<file path="config.mk">
export PLATFORM = sky130hd
export DESIGN_NAME = adder_rr_arbiter
export DESIGN_NICKNAME = d
export VERILOG_FILES = /design/src/rtl/adder_rr_arbiter.sv
export SDC_FILE = /design/constraint.sdc
export NUM_CORES = 1
export LEC_CHECK = 0
export BUFFER_PORTS_ARGS = -buffer_cell sky130_fd_sc_hd__buf_2
export CAP_MARGIN = 10
export CORE_ASPECT_RATIO = 1.75
export CORE_MARGIN = 4
export CORE_UTILIZATION = 40
export CTS_BUF_LIST = sky130_fd_sc_hd__clkbuf_4 sky130_fd_sc_hd__clkbuf_8 sky130_fd_sc_hd__clkbuf_16
export DETAILED_ROUTE_END_ITERATION = 8
export PLACE_DENSITY = 0.79
export SKIP_LAST_GASP = 1
export SLEW_MARGIN = 20
export SYNTH_ARGS = -nofsm -noshare
export SYNTH_HDL_FRONTEND = slang
export SYNTH_SLANG_ARGS = --single-unit
</file>
<file path="constraint.sdc">
create_clock -name clk -period 3.8 [get_ports clk]
set_input_delay 0.57 -clock clk [delete_from_list [all_inputs] [get_ports clk]]
set_output_delay 0.57 -clock clk [all_outputs]
set_load 0.1 [all_outputs]
</file>
<file path="src/rtl/adder_rr_arbiter.sv">
// Round-robin arbiter sharing one registered W-bit adder among NREQ requesters.
// Three cycles per op (IDLE capture, EXEC add, DONE ack); requesters hold req until their one-cycle ack.
module adder_rr_arbiter #(
    parameter int NREQ = 4,
    parameter int W    = 8,
    parameter int SAT  = 0,
    localparam int IDW = (NREQ > 1) ? $clog2(NREQ) : 1
) (
    input  logic                clk,
    input  logic                rst,
    input  logic [NREQ-1:0]     req,
    input  logic [NREQ*W-1:0]   op_a,
    input  logic [NREQ*W-1:0]   op_b,
    output logic [NREQ-1:0]     ack,
    output logic                res_valid,
    output logic [IDW-1:0]      res_id,
    output logic [W-1:0]        res_sum,
    output logic                res_carry,
    output logic                busy
);

    typedef enum logic [1:0] {IDLE, EXEC, DONE} state_t;

    state_t         state;
    state_t         state_nxt;
    logic [IDW-1:0] rr_ptr;
    logic [IDW-1:0] win_id;
    logic [W-1:0]   a_q;
    logic [W-1:0]   b_q;
    logic [W:0]     add_full;
    logic           grant_vld;
    logic [IDW-1:0] grant_id;
    int             idx;

    // Walk offsets from the highest down so the lowest offset from rr_ptr wins.
    always_comb begin
        grant_vld = 1'b0;
        grant_id  = '0;
        idx       = 0;
        for (int i = NREQ - 1; i >= 0; i--) begin
            idx = int'(rr_ptr) + i;
            if (idx >= NREQ) idx = idx - NREQ;
            if (req[idx]) begin
                grant_vld = 1'b1;
                grant_id  = IDW'(idx);
            end
        end
    end

    always_comb begin
        state_nxt = state;
        case (state)
            IDLE:    if (grant_vld) state_nxt = EXEC;
            EXEC:    state_nxt = DONE;
            DONE:    state_nxt = IDLE;
            default: state_nxt = IDLE;
        endcase
    end

    always_ff @(posedge clk) begin
        if (rst) state <= IDLE;
        else     state <= state_nxt;
    end

    assign add_full = {1'b0, a_q} + {1'b0, b_q};

    always_ff @(posedge clk) begin
        if (rst) begin
            rr_ptr    <= '0;
            win_id    <= '0;
            a_q       <= '0;
            b_q       <= '0;
            res_id    <= '0;
            res_sum   <= '0;
            res_carry <= 1'b0;
        end else begin
            case (state)
                IDLE: begin
                    if (grant_vld) begin
                        a_q    <= op_a[int'(grant_id)*W +: W];
                        b_q    <= op_b[int'(grant_id)*W +: W];
                        win_id <= grant_id;
                    end
                end
                EXEC: begin
                    res_carry <= add_full[W];
                    res_sum   <= (SAT != 0 && add_full[W]) ? {W{1'b1}} : add_full[W-1:0];
                    res_id    <= win_id;
                end
                DONE: begin
                    rr_ptr <= (win_id == IDW'(NREQ - 1)) ? '0 : win_id + IDW'(1);
                end
                default: ;
            endcase
        end
    end

    // res_* are loaded on the way into DONE, so they hold steady outside it.
    assign res_valid = (state == DONE);
    assign ack       = res_valid ? (NREQ'(1) << res_id) : '0;
    assign busy      = (state != IDLE);

endmodule

</file>
==> impl_results.md <==
- Fmax: 469 MHz
- RSZ-0062 raised after global routing: no
- Syn. warnings: 0
- Worst Reg-to-Reg Cells: 7
- Largest stage delay on the critical path: 410 ps
- Critical path endpoint category: output pin
- Clock power frac: 34.0%
- Antenna violations before repair: 0
- Total track usage: 15.5%
- # IOs: 87
- Crit path max-delay family: buffers and inverters
- Vias in the first global route: 1891
- Drt pass-1 iters: 5
- Worst path slowest cell: buf_2
- Vias after detailed routing: 1927
- Post-place setup slack: 1420 ps
- Max_slew headroom: 27.8%
- ANT nets after route: 0
- Sequential Power Share: 35.5%
- Remaining DRCs: 0
- Commonest non-fill, non-tap cell in the layout: buf_2
- Synth Cell Area: 2070 um2
- I/O Buffers: 86
- Largest net degree at the start of global routing: 26
- Slew Limit Fails: 0
- NumNets Final: 378
- Comb pwr share: 30.5%
- Max Clock Skew: 5.57 ps
- Iteration-0 DRC Markers: 28
- Main flop type after synthesis: dfxtp_1
- P_sw: 0.383 mW
- Netlist cell types: 44
- Clock Root Buffer: clkbuf_8
- Core Area: 5020 um2
- Fin crit share: 56.1%
- Post-Synthesis Cells: 215
- Die Y: 103 um
- Yosys reg bits: 33
- Worst Slack Setup Final: 1670 ps
- Clock buffer count from CTS: 5
- Post-route insts no fill: 353
- H-tree level count: 2
- Net Count, Synth: 295
- Syn avg cell area: 9.65 um2
- Worst hold path depth: 2
- Peak supply drop: 0.000262 V
- Sequential area share after synthesis: 31.8%
- Dpl hpwl: 3.94 mm
- P_leak: 1.23 nW
- Clock sinks: 33
- Asr flop ratio synth: 0%
- Total wire length: 4.93 mm
- Die area: 6450 um2
- Row cnt: 34
- Clock Path Buffers: 2
- WL per Instance: 14.0 um
- Status: complete, no violations
- Startpoint types: flop
- Internal Power: 0.772 mW
- Area growth, synth to finish: 26.4%
- Ranking of synthesized cells by area: dfxtp_1, mux2i_1, o221ai_2, nand2_1, ha_1
- Critical Path RT: 3230 ps
- CP Depth: 4
- Final hold violations: 0
- Remaining Overflow, GRT: 0
- Number of synthesized flops with an enable pin: 0
- Commonest cells after routing, fill and taps aside: buf_2, mux2i_1, nand2_1, dfxtp_1, a21oi_1
- Period minus WS final: 2130 ps
- Worst hold slack: 453 ps
- Clock Latency Late Sink: 290 ps
- Share of cells above drive strength 1: 38.5%
- Sum of buffers and inverters on the critical path: 2
- Crit-path max FO: 6
- Vias/cell: 5.46
- Slew @ Worst Pin: 1080 ps
- Cell Chain, Critical Path: nand2b_1 > inv_1 > and3_1 > buf_2
- Worst Setup Path Type: flop to output pin
- HP Class: flop to flop
- Antenna fix cells: 0
- Dominant cell type by area after synthesis: dfxtp_1
- CP Data Arrival Time: 1560 ps
- First-pass GRT wire length: 8.07 mm
- Initial Util: 41.3%
- Final GP Congestion: 0.797
- TritonCTS clock tree: yes
- Core Util, Final: 52.2%
- CTS clk-pin slew, worst paths: 70 ps
- Hold-fix buffers at CTS: 0
- Sw frac: 33.1%
- Die width: 62.4 um
- Maxcap violations: 0
- Placed Cells: 345
- Post_cts resized: 0
- Post CTS Setup Buffer Count: 0
- Setup-failing EPs final: 0
- Setup TNS: 0 ps
- Power per cell area: 440 nW/um2
- Post-synth top area share: 31.8%
[flip-flops by register name (all words and copies together), names as in the netlist]
signal and count:
res_carry 1, res_sum 8, res_id 2, state 2, win_id 2, b_q 8, a_q 8, rr_ptr 2
[kinds of logic after synthesis]
group / share of synthesized area, %
xor+xnor: 0.845
compound gates: 23.5
mux: 16.9
simple gates: 14.3
flops: 31.8
fa+ha+maj: 6.39
buf+inv: 6.27
[power groups by stage]
stage / Combinational [mW] / Clock, mW / Sequential, mW
detailed placement: 0.351 / 0 / 0.418
CTS: 0.355 / 0.398 / 0.410
floorplan: 0.217 / 0 / 0.477
global placement: 0.345 / 0 / 0.416
finish: 0.353 / 0.392 / 0.410
global route: 0.384 / 0.416 / 0.415
[cells in the mapped netlist (2+ instances only)]
cell type and count:
a211oi_1 5, o221ai_1 7, nand2b_1 2, inv_1 6
dfxtp_1 33, clkbuf_1 4, o21ai_0 4, a21oi_1 11
nor2b_1 2, nor2_1 9, nand3b_1 3, buf_6 5
mux2i_1 35, o221ai_2 10, nor3_1 4, a21o_1 3
a211o_1 3, nand2_1 33, o211ai_1 3, ha_1 9
[metrics by stage]
step / total power, mW / area (um2)
floorplan: 0.694 / 2080
global route: 1.21 / 2620
finish: 1.15 / 2620
CTS: 1.16 / 2620
global placement: 0.761 / 2490
detailed placement: 0.768 / 2490
[area by class of cell]
| type | instances | area, um2 |
|---|---|---|
| fillers | 503 | 2400 |
| multi-input cells | 163 | 1290 |
| flip-flops and latches | 33 | 661 |
| repair buffers | 88 | 445 |
| clock buffers | 5 | 68.8 |
| well taps | 54 | 67.6 |
| clock inverters | 3 | 65.1 |
| inverters | 7 | 26.3 |
[final timing paths]
path	slack, ps	start	to
max	1670	state[0]	ack[3]
min	450	res_sum[0]	res_sum[0]
max reg2reg	1710	a_q[0]	res_carry
min reg2reg	450	res_sum[0]	res_sum[0]
[metal layers]
metal	GRT usage, %	part of all wire [%]	vias to the layer above
met5	0	0	-
met4	8.67	3.0	0
met3	4.22	5.5	12
met2	29.5	54	57
met1	15.2	37	894
li1	-	-	964
[worst min-delay path, stage by stage (launching register included)]
cell and delay [ps]:
dfxtp_1 310, nand2_1 50, a21oi_1 50
Note: power is estimated with default switching activity, not from simulation.
